--- config.mk ---
export PLATFORM = sky130hd
export DESIGN_NAME = sram_req_arbiter
export DESIGN_NICKNAME = d
export VERILOG_FILES = /design/src/rtl/sram_req_arbiter.sv
export SDC_FILE = /design/constraint.sdc
export NUM_CORES = 1
export LEC_CHECK = 0
export CAP_MARGIN = 20
export CORE_AREA = 2 2 126 128
export DETAILED_ROUTE_END_ITERATION = 10
export DIE_AREA = 0 0 128 130
export HOLD_SLACK_MARGIN = 0.02
export RECOVER_POWER = 100
export SLEW_MARGIN = 25
export SYNTH_ARGS = -nofsm -noshare
export SYNTH_HDL_FRONTEND = slang
export SYNTH_SLANG_ARGS = --single-unit
--- constraint.sdc ---
create_clock -name clk -period 6.6 [get_ports clk]
set_input_delay 0.99 -clock clk [delete_from_list [all_inputs] [get_ports clk]]
set_output_delay 0.99 -clock clk [all_outputs]
set_load 0.01 [all_outputs]
--- src/rtl/sram_req_arbiter.sv ---
`default_nettype none
// ---------------------------------------------------------------------------
// sram_req_arbiter : shares one SRAM-like port between inst and data requesters
// with an in-order owner queue; SRAM_ARB_RR_EN selects round-robin grant.
// Revision: 1.0
// ---------------------------------------------------------------------------
module sram_req_arbiter #(
  parameter int DEPTH = 4
) (
  input  logic        clk,
  input  logic        resetn,

  input  logic        inst_req,
  input  logic        inst_wr,
  input  logic [1:0]  inst_size,
  input  logic [3:0]  inst_wstrb,
  input  logic [31:0] inst_addr,
  input  logic [31:0] inst_wdata,
  output logic        inst_addr_ok,
  output logic        inst_data_ok,
  output logic [31:0] inst_rdata,

  input  logic        data_req,
  input  logic        data_wr,
  input  logic [1:0]  data_size,
  input  logic [3:0]  data_wstrb,
  input  logic [31:0] data_addr,
  input  logic [31:0] data_wdata,
  output logic        data_addr_ok,
  output logic        data_data_ok,
  output logic [31:0] data_rdata,

  output logic        mem_req,
  output logic        mem_wr,
  output logic [1:0]  mem_size,
  output logic [3:0]  mem_wstrb,
  output logic [31:0] mem_addr,
  output logic [31:0] mem_wdata,
  input  logic        mem_addr_ok,
  input  logic        mem_data_ok,
  input  logic [31:0] mem_rdata,

  output logic        resp_err
);

  localparam int PW = $clog2(DEPTH);
  localparam int CW = PW + 1;
  localparam logic ID_INST = 1'b0;
  localparam logic ID_DATA = 1'b1;

  logic [PW-1:0]    wptr_q, wptr_d, rptr_q, rptr_d;
  logic [CW-1:0]    count_q, count_d;
  logic [DEPTH-1:0] ids_q, ids_d;
  logic             lock_valid_q, lock_valid_d;
  logic             lock_id_q, lock_id_d;
  logic             resp_err_q, resp_err_d;

  logic full, empty;
  logic pick_id, grant_id, granted_req;
  logic push, pop, head_id;

  assign full  = (count_q == CW'(DEPTH));
  assign empty = (count_q == '0);

`ifdef SRAM_ARB_RR_EN
  logic last_q, last_d;

  always_comb begin
    pick_id = ID_DATA;
    if (inst_req && data_req) begin
      pick_id = ~last_q;
    end else if (inst_req) begin
      pick_id = ID_INST;
    end
  end

  always_comb begin
    last_d = last_q;
    if (push) begin
      last_d = grant_id;
    end
  end

  always_ff @(posedge clk or negedge resetn) begin
    if (!resetn) begin
      last_q <= ID_DATA;
    end else begin
      last_q <= last_d;
    end
  end
`else
  // Data wins ties and is the idle default so reset exposes data fields.
  always_comb begin
    pick_id = ID_DATA;
    if (!data_req && inst_req) begin
      pick_id = ID_INST;
    end
  end
`endif

  assign grant_id    = lock_valid_q ? lock_id_q : pick_id;
  assign granted_req = (grant_id == ID_DATA) ? data_req : inst_req;

  always_comb begin
    mem_req   = granted_req & ~full;
    mem_wr    = inst_wr;
    mem_size  = inst_size;
    mem_wstrb = inst_wstrb;
    mem_addr  = inst_addr;
    mem_wdata = inst_wdata;
    if (grant_id == ID_DATA) begin
      mem_wr    = data_wr;
      mem_size  = data_size;
      mem_wstrb = data_wstrb;
      mem_addr  = data_addr;
      mem_wdata = data_wdata;
    end
  end

  assign push         = mem_req & mem_addr_ok;
  assign inst_addr_ok = push & (grant_id == ID_INST);
  assign data_addr_ok = push & (grant_id == ID_DATA);

  // Head is read from registered state, so a same-cycle push never aliases it.
  assign head_id      = ids_q[rptr_q];
  assign pop          = mem_data_ok & ~empty;
  assign inst_data_ok = pop & (head_id == ID_INST);
  assign data_data_ok = pop & (head_id == ID_DATA);
  assign inst_rdata   = mem_rdata;
  assign data_rdata   = mem_rdata;
  assign resp_err     = resp_err_q;

  always_comb begin
    wptr_d       = wptr_q;
    rptr_d       = rptr_q;
    count_d      = count_q;
    ids_d        = ids_q;
    lock_valid_d = lock_valid_q;
    lock_id_d    = lock_id_q;
    resp_err_d   = resp_err_q | (mem_data_ok & empty);

    if (push) begin
      ids_d[wptr_q] = grant_id;
      wptr_d        = wptr_q + PW'(1);
      lock_valid_d  = 1'b0;
    end else if (mem_req) begin
      lock_valid_d = 1'b1;
      lock_id_d    = grant_id;
    end

    if (pop) begin
      rptr_d = rptr_q + PW'(1);
    end

    case ({push, pop})
      2'b10:   count_d = count_q + CW'(1);
      2'b01:   count_d = count_q - CW'(1);
      default: count_d = count_q;
    endcase
  end

  always_ff @(posedge clk or negedge resetn) begin
    if (!resetn) begin
      wptr_q       <= '0;
      rptr_q       <= '0;
      count_q      <= '0;
      ids_q        <= '0;
      lock_valid_q <= 1'b0;
      lock_id_q    <= ID_DATA;
      resp_err_q   <= 1'b0;
    end else begin
      wptr_q       <= wptr_d;
      rptr_q       <= rptr_d;
      count_q      <= count_d;
      ids_q        <= ids_d;
      lock_valid_q <= lock_valid_d;
      lock_id_q    <= lock_id_d;
      resp_err_q   <= resp_err_d;
    end
  end

endmodule
`default_nettype wire
==> Word-level counts from Yosys, hierarchy flattened <==
Index checks and enable logic that the tools add are counted.
{ "totals": {"input_bits": 180, "output_inout_bits": 141, "regBits": 14} }
{ "classes": {"magnitude_cmp": 3, "mux": 16, "bitwise": 14, "eq_ne": 3, "reduce_logical": 7, "addsub": 4} }
{ "ops": {"columns": ["op", "count"], "rows": [
  ["$mux W32", 2],
  ["$and A1 B1 Y1", 8],
  ["$mux W1", 8],
  ["$lt A2 B3 Y1 const B", 2],
  ["$pmux W3 S2", 1],
  ["$not A1 Y1", 5],
  ["$add A2 B1 Y2 const B", 2],
  ["$bwmux W4", 1],
  ["$mux W4", 1],
  ["$reduce_bool A2 Y1", 2],
  ["$add A3 B1 Y3 const B", 1],
  ["$eq A3 B3 Y1 const B", 1],
  ["$logic_not A3 Y1", 1],
  ["$sub A3 B1 Y3 const B", 1],
  ["$bmux W1 S2", 1],
  ["$demux W1 S2", 1],
  ["$eq A2 B1 Y1 const B", 1],
  ["$eq A2 B2 Y1 const B", 1],
  ["$ge A2 B1 Y1 const B", 1],
  ["$logic_and A1 B1 Y1", 2],
  ["$mux W2", 1],
  ["$reduce_and A2 Y1", 1],
  ["$logic_not A1 Y1", 1],
  ["$or A1 B1 Y1", 1]
]} }

==> Depth between registers and ports, before layout <==
Gate-level depths: netlist of the first run.
{ "depth": {"ltp_word": 9, "depth_mapped": 10, "depth_no_buf": 10} }

==> Worst setup path after synthesis of the first run <==
OpenSTA, ideal clock, no wires.
{ "synth_timing": {"path_type": "in2out", "start": "input port inst_req", "end": "output port mem_addr[22]", "t_arrival_ps": 1990, "stages": 6, "t_required_ps": 5610, "setup_slack_ps": 3620, "cell_sequence": "inv_1 > o31a_1 > buf_6 > buf_6 > buf_6 > mux2_4"} }
{ "synth_between": {"elab_chain_len": 4} }
{ "synth_lines": {"columns": ["item", "line", "source"], "rows": [
  ["start: declaration", "13", "input logic inst_req,"],
  ["$logic_and A1 B1 Y1", "95", "if (!data_req && inst_req) begin"],
  ["$mux W1", "95", null],
  ["$mux W1", "101", "assign grant_id = lock_valid_q ? lock_id_q : pick_id;"],
  ["$mux W32", "111", "if (grant_id == ID_DATA) begin"],
  ["end: declaration", "37", "output logic [31:0] mem_addr,"]
]} }
Every way passes these cells.

==> Final worst setup path of the first run <==
{ "layout_timing": {"start": "input port data_req", "end": "output port mem_wstrb[0]"} }
{ "layout_between": {"elab_chain_len": 5} }
{ "layout_lines": {"columns": ["item", "line", "source"], "rows": [
  ["start: declaration", "23", "input logic data_req,"],
  ["$logic_not A1 Y1", "95", null],
  ["$logic_and A1 B1 Y1", "95", null],
  ["$mux W1", "95", null],
  ["$mux W1", "101", null],
  ["$mux W4", "111", null],
  ["end: declaration", "36", "output logic [3:0] mem_wstrb,"]
]} }
Every way passes these cells.

==> results of run 1 <==
[cells in the mapped netlist (all sizes together) (2+ instances only)]
cell type / count / share of area
nand2: 6 / 0.010
nor3: 6 / 0.014
and2: 2 / 0.0058
xor2: 2 / 0.0081
buf: 73 / 0.25
dfrtp: 13 / 0.15
nor2: 4 / 0.0069
xnor2: 4 / 0.016
mux2: 77 / 0.42
nand2b: 3 / 0.0086
ha: 5 / 0.029
inv: 8 / 0.014
[worst max path at each step]
stage,startpoint,slack [ns],cells after the start,end
after floorplan,inst_req,3.62,6,mem_addr[22]
after global placement,data_req,2.18,5,mem_wdata[3]
after detailed placement,data_req,2.13,5,mem_wdata[3]
after CTS,data_req,2.12,5,mem_wdata[3]
after global routing,data_req,2.07,5,mem_wstrb[0]
final,data_req,2.19,5,mem_wstrb[0]
[power groups by stage]
stage | clock network (mW) | logic, mW | registers, mW
after floorplan | 0 | 0.498 | 0.160
after CTS | 0.129 | 0.854 | 0.167
after global routing | 0.131 | 0.850 | 0.173
after global placement | 0 | 0.835 | 0.165
final | 0.126 | 0.785 | 0.166
after detailed placement | 0 | 0.844 | 0.168
[worst max-delay path, stage by stage]
cell and delay (ns):
dlygate4sd3_1 0.59, o31a_2 0.17, buf_6 0.57, mux2_2 0.43
dlygate4sd3_1 0.63
[per-layer routing]
metal | routed length, µm | part of all wire | global-route usage | up-vias
met5 | 0 | 0 | 0 | -
met3 | 716 | 0.076 | 0.02419 | 24
li1 | - | - | - | 971
met1 | 3960 | 0.42 | 0.1265 | 962
met2 | 4486 | 0.48 | 0.1595 | 102
met4 | 230 | 0.024 | 0.03038 | 0
[kinds of logic after synthesis]
group / count (synthesis) / share of synthesized area
flops: 14 / 0.1619
mux: 79 / 0.4366
compound gates: 5 / 0.01786
buf+inv: 81 / 0.2673
fa+ha+maj: 6 / 0.03802
simple gates: 23 / 0.05415
xor+xnor: 6 / 0.02419
[area by class of cell]
| cell class | instances | area [µm²] |
|---|---|---|
| Tap cell | 192 | 240.2 |
| Timing Repair Buffer | 225 | 2253 |
| Clock buffer | 4 | 88.84 |
| Inverter | 8 | 30.03 |
| Multi-Input combinational cell | 119 | 1236 |
| Fill cell | 1621 | 11220 |
| Sequential cell | 14 | 351.6 |
[sequential cells by signal, indices dropped and copies added, names as in the netlist]
signal        cells
count_q           3
ids_q             4
lock_id_q         1
lock_valid_q      1
resp_err          1
rptr_q            2
wptr_q            2
[cells in the final DEF (no fill, tap or decap), types with 3 or more instances in the layout]
cell and count:
clkbuf_16 3, clkdlybuf4s50_1 151, dfrtp_1 13, dlygate4sd3_1 73, ha_1 5, inv_1 8
mux2_1 6, mux2_2 58, mux2_4 13, nand2_1 6, nand2b_1 3, nor2_1 4
nor3_1 6, xnor2_1 4
==> metrics.yaml, run 1 <==
status:
  status: "finished, final reports clean"
power_and_ir_drop:
  seqPwrFrac: 0.154
  p_int_uw: 688.1
  power_mw: 1.077
  sw_frac_of_total: 0.3613
  power.leakage_nw: 1.648
  ir_drop_v: 0.0003705
  p_clk_frac: 0.117
  p_switching_uw: 389.2
  combPwrFrac: 0.728
  power_density_nw_per_um2: 256.5
routing:
  via_per_inst: 3.664
  vias: 2059
  drt-initial-drc-count: 63
  wire_per_inst_um: 16.71
  dr.pass1.iters: 4
  ant_nets: 0
  finalWirelength_mm: 9.393
  drc: 0
synthesis:
  syn_nets: 400
  ys_seq_elements: 14
  yosys_warnings: 0
  synth_enable_flop_cells: 0
  mappedNetlistArea_um2: 2172
  synthFlopType: "dfrtp_1"
  syn_inst: 214
  avgSynthCellArea_um2: 10.15
  ys_seq_area_frac: 0.1619
  synthDistinctLibCells: 26
  synthArstFlopShare: 1.000
timing:
  slew-limit-headroom: 0.5011
  hold_slack_ns: 0.4567
  rsz0062_at_grt: "no"
  finalSetupTns_ns: 0
  worst_slack_ns: 2.195
  post-route-min-period_ns: 4.405
  finClkSkew_ns: 0.003469
  finalHoldViolations: 0
  report.final.setup_viol: 0
  slew_violations: 0
  clock.fmax_ghz: 0.2270
  worstMarginPinSlew_ns: 0.7483
  fin_crit_sh: 0.6675
placement:
  place_ws_ns: 2.130
  routabilityCongestion: 0.7422
  dpl_cell_area_um2: 4113
  post-place-cells: 558
  io_buffers: 224
  dp_hpwl_mm: 7.874
clock_tree:
  cts_tree: "yes"
  cts_post_setup_buffers_inserted: 0
  cts_resized: 0
  insertion_delay_ns: 0.24
  cts.path.max_buffers: 2
  clkSinkCount: 14
  h-tree-depth: 1
  cts_buffers: 3
  cts_root_buf: "clkbuf_16"
  clkTransAtPathRegs_ns: 0.05
  holdBufCountCts: 0
grt:
  grt_max_degree: 79
  grt_use_total: 0.09731
  antenna_found_initial: 0
  gr-total-overflow: 0
  first_global_vias: 2161
  grt_pass1_wl_mm: 12.47
floorplan:
  die_width_um: 128
  fp.coreArea_um2: 15420
  rows: 46
  dieArea_um2: 16640
  die_h_um: 130
  pin_count: 321
  start_util: 0.1408
worst_setup_path:
  worst-path-max-fanout: 78
  ff2ff_setup_slack_ns: 3.99
  worstSetupPathType: "in2out"
  r2r_end: "count_q[2]"
  ff2ff_path_depth: 10
  cp.arrival_ns: 3.42
  cp-start-kind: "input port"
  end_kind: "primary output"
  worstPathRequired_ns: 5.61
  regToRegStartpoint: "lock_id_q"
hold_path:
  holdPathStages: 1
  hold_path.class: "reg2reg"
  worst_hold_startpoint: "resp_err"
  holdPathEnd: "resp_err"
cells_and_area:
  finalNonFillerCells: 562
  utilization: 0.2723
  antennaDiodeCount: 0
  post-route-cell-area_um2: 4200
  area_growth_pct: 93.38
  fin_nets: 557
  drive_above_1_share: 0.2162
flow_run:
  drv_cap: 0
Note: power is estimated with default switching activity, not from simulation.
==> run 2: changes to the inputs <==
--- a/config.mk
+++ b/config.mk
@@ -6,9 +6,9 @@
 export NUM_CORES = 1
 export LEC_CHECK = 0
 export CAP_MARGIN = 20
-export CORE_AREA = 2 2 126 128
+export CORE_AREA = 2 2 124 126
 export DETAILED_ROUTE_END_ITERATION = 10
-export DIE_AREA = 0 0 128 130
+export DIE_AREA = 0 0 126 128
 export HOLD_SLACK_MARGIN = 0.02
 export RECOVER_POWER = 100
 export SLEW_MARGIN = 25
==> constraint.sdc (replaced) <==
create_clock -name clk -period 4.22 [get_ports clk]
set_input_delay 0.633 -clock clk [delete_from_list [all_inputs] [get_ports clk]]
set_output_delay 0.633 -clock clk [all_outputs]
set_load 0.01 [all_outputs]
==> run 2 against run 1 <==
Compared with the run above:
- sequential share of layout area about the same
- final area increased by 0.27%
- power increased by 59%
- non-clock buffer count increased by 1
- utilization increased by 1.1 points
- highest routed layer unchanged
==> metrics.yaml, run 2 (same netlist as run 1, synthesis figures left out) <==
cells_and_area:
  largest_reg_flops: 4  # unchanged
  final_cell_mix: "clkdlybuf4s50_1, dlygate4sd3_1, mux2_2"
  drive_above_1_share: 0.2237  # +0.007503
  fillers: 1554  # -4.1%
  multiInputGateArea_um2: 1236  # unchanged
  area_growth_pct: 93.89
  layout_commonest_cell: "clkdlybuf4s50_1"
  regMostFlops: "ids_q"
  utilization: 0.2833  # +0.01103
  register_area_um2: 351.6  # unchanged
  antennaDiodeCount: 0  # unchanged
  top_regs: "ids_q (4), count_q (3)"
  fin_nets: 558  # +0.18%
routing:
  vias: 2092  # +1.6%
  drc: 0  # unchanged
  drt-initial-drc-count: 34  # -46%
  via_per_inst: 3.742  # +2.1%
  dr.pass1.iters: 2  # -2
  wire_per_inst_um: 18.97  # +13%
  finalWirelength_mm: 10.60  # +13%
  ant_nets: 0  # unchanged
floorplan:
  rows: 45  # -2.2%
  die_h_um: 128  # -1.5%
  start_util: 0.1461  # +0.005310
  die_width_um: 126  # -1.6%
  pin_count: 321  # unchanged
  fp.coreArea_um2: 14860  # -3.6%
  dieArea_um2: 16130  # -3.1%
clock_tree:
  cts_root_buf: "clkbuf_16"
  cts_resized: 0  # unchanged
  clkTransAtPathRegs_ns: 0.04  # about the same
  insertion_delay_ns: 0.24  # about the same
  cts_tree: "yes"
  clkSinkCount: 14  # unchanged
  holdBufCountCts: 0  # unchanged
  h-tree-depth: 1  # unchanged
  cts.path.max_buffers: 2  # unchanged
  cts_post_setup_buffers_inserted: 0  # unchanged
  cts_buffers: 3  # unchanged
power_and_ir_drop:
  ir_drop_v: 0.0003341  # -9.8%
  seqPwrFrac: 0.152  # -0.002
  power.leakage_nw: 1.656  # +0.54%
  p_int_mw: 1.088  # +58%
  sw_frac_of_total: 0.3635  # +0.002237
  p_switching_uw: 621.3  # +60%
  combPwrFrac: 0.733  # +0.005
  power_density_nw_per_um2: 405.8  # +58%
  p_clk_frac: 0.115  # -0.002
placement:
  dp_hpwl_mm: 9.205  # +17%
  routabilityCongestion: 0.7400  # -0.30%
  io_buffers: 224  # unchanged
timing:
  slew-limit-headroom: 0.5709  # +0.06980
  rsz0062_at_grt: "no"
  fin_crit_sh: 0.8476
  post-route-min-period_ns: 3.577
  worstMarginPinSlew_ns: 0.6415  # -0.1068 ns
  finalSetupTns_ns: 0  # unchanged
  clock.fmax_ghz: 0.2796
  finalHoldViolations: 0  # unchanged
  slew_violations: 0  # unchanged
  finClkSkew_ns: 0.003112  # -0.0003577 ns
  report.final.setup_viol: 0  # unchanged
grt:
  met3_usage: 0.04424  # +0.02005
  grt_use_total: 0.1199  # +0.02257
  use_met2: 0.1986  # +0.03912
  first_global_vias: 2258  # +4.5%
  gr-total-overflow: 0  # unchanged
  grtUsageMet1: 0.1527  # +0.02625
  antenna_found_initial: 0  # unchanged
  grt_max_degree: 43  # -46%
  grt_busiest_layer: "met2"
  grt_pass1_wl_mm: 14.51  # +16%
worst_setup_path:
  worstSetupPathType: "in2out"
  r2r_end: "count_q[2]"
  cp-start-kind: "input port"
  ff2ff_setup_slack_ns: 1.75  # -2.24 ns
  worst-path-max-fanout: 36  # -54%
  ff2ff_path_depth: 10  # unchanged
  end_kind: "primary output"
  endpoint: "mem_wdata[9]"
  cp.arrival_ns: 2.94  # -0.48 ns
  worstPathRequired_ns: 3.59  # -2.02 ns
  regToRegStartpoint: "lock_id_q"
  crit_path_start: "data_req"
flow_run:
  drv_cap: 0  # unchanged
hold_path:
  hold_path.class: "reg2reg"
status:
  status: "finished, final reports clean"
## run 2: changes by cell type in the layout (fill, tap and decap cells not counted), sizes merged
cell / delta
buf: +1
clkdlybuf4s50: -1
dlygate4sd3: +1
## run 2: power by group through the flow
stage                     combinational, mW  clock [mW]  sequential (mW)
after detailed placement               1.34           0            0.264
after global placement                 1.33           0            0.260
after CTS                              1.36       0.200            0.262
final                                  1.25       0.196            0.260
after floorplan                       0.779           0            0.250
after global routing                   1.36       0.208            0.272
## run 2: area by class of cell
type,count,share of cell area
multi-input combinational,119,0.2935
tap,188,0.05585
inverter,8,0.007130
clock buffer,4,0.02109
timing repair buffer,226,0.5389
sequential,14,0.08348
## run 2: critical path: stages
cell	delay (ns)
dlygate4sd3_1	0.62
o31a_2	0.21
buf_4	0.39
mux2_2	0.41
dlygate4sd3_1	0.65
## run 2: how the worst min path moves through the flow
| stage | from | end | slack (ns) | depth (start not counted) |
|---|---|---|---|---|
| 3_3_place_gp | resp_err | resp_err | 0.45 | 1 |
| 4_1_cts | resp_err | resp_err | 0.50 | 1 |
| 6_report | resp_err | resp_err | 0.48 | 1 |
| 5_1_grt | rptr_q[1] | rptr_q[1] | 0.52 | 1 |
| 3_5_place_dp | rptr_q[1] | rptr_q[1] | 0.48 | 1 |
| 2_1_floorplan | resetn | count_q[0] | 0.34 | 0 |
## run 2: per-layer routing
metal | part of all wire | up-vias
met5 | 0 | -
met4 | 0.0064 | 0
met3 | 0.098 | 14
met2 | 0.49 | 125
met1 | 0.41 | 980
li1 | - | 973
## run 2: per-stage QoR
step / setup slack, ns / instances / area [µm²] / power (mW) / hold WS, ns
global route: 0.5596 / 559 / 4212 / 1.836 / 0.5234
global placement: 0.8460 / 555 / 4128 / 1.592 / 0.4484
finish: 0.6430 / 559 / 4212 / 1.709 / 0.4763
detailed placement: 0.8336 / 555 / 4128 / 1.607 / 0.4831
floorplan: 1.954 / 214 / 2172 / 1.029 / 0.3374
CTS: 0.8147 / 559 / 4217 / 1.821 / 0.4966
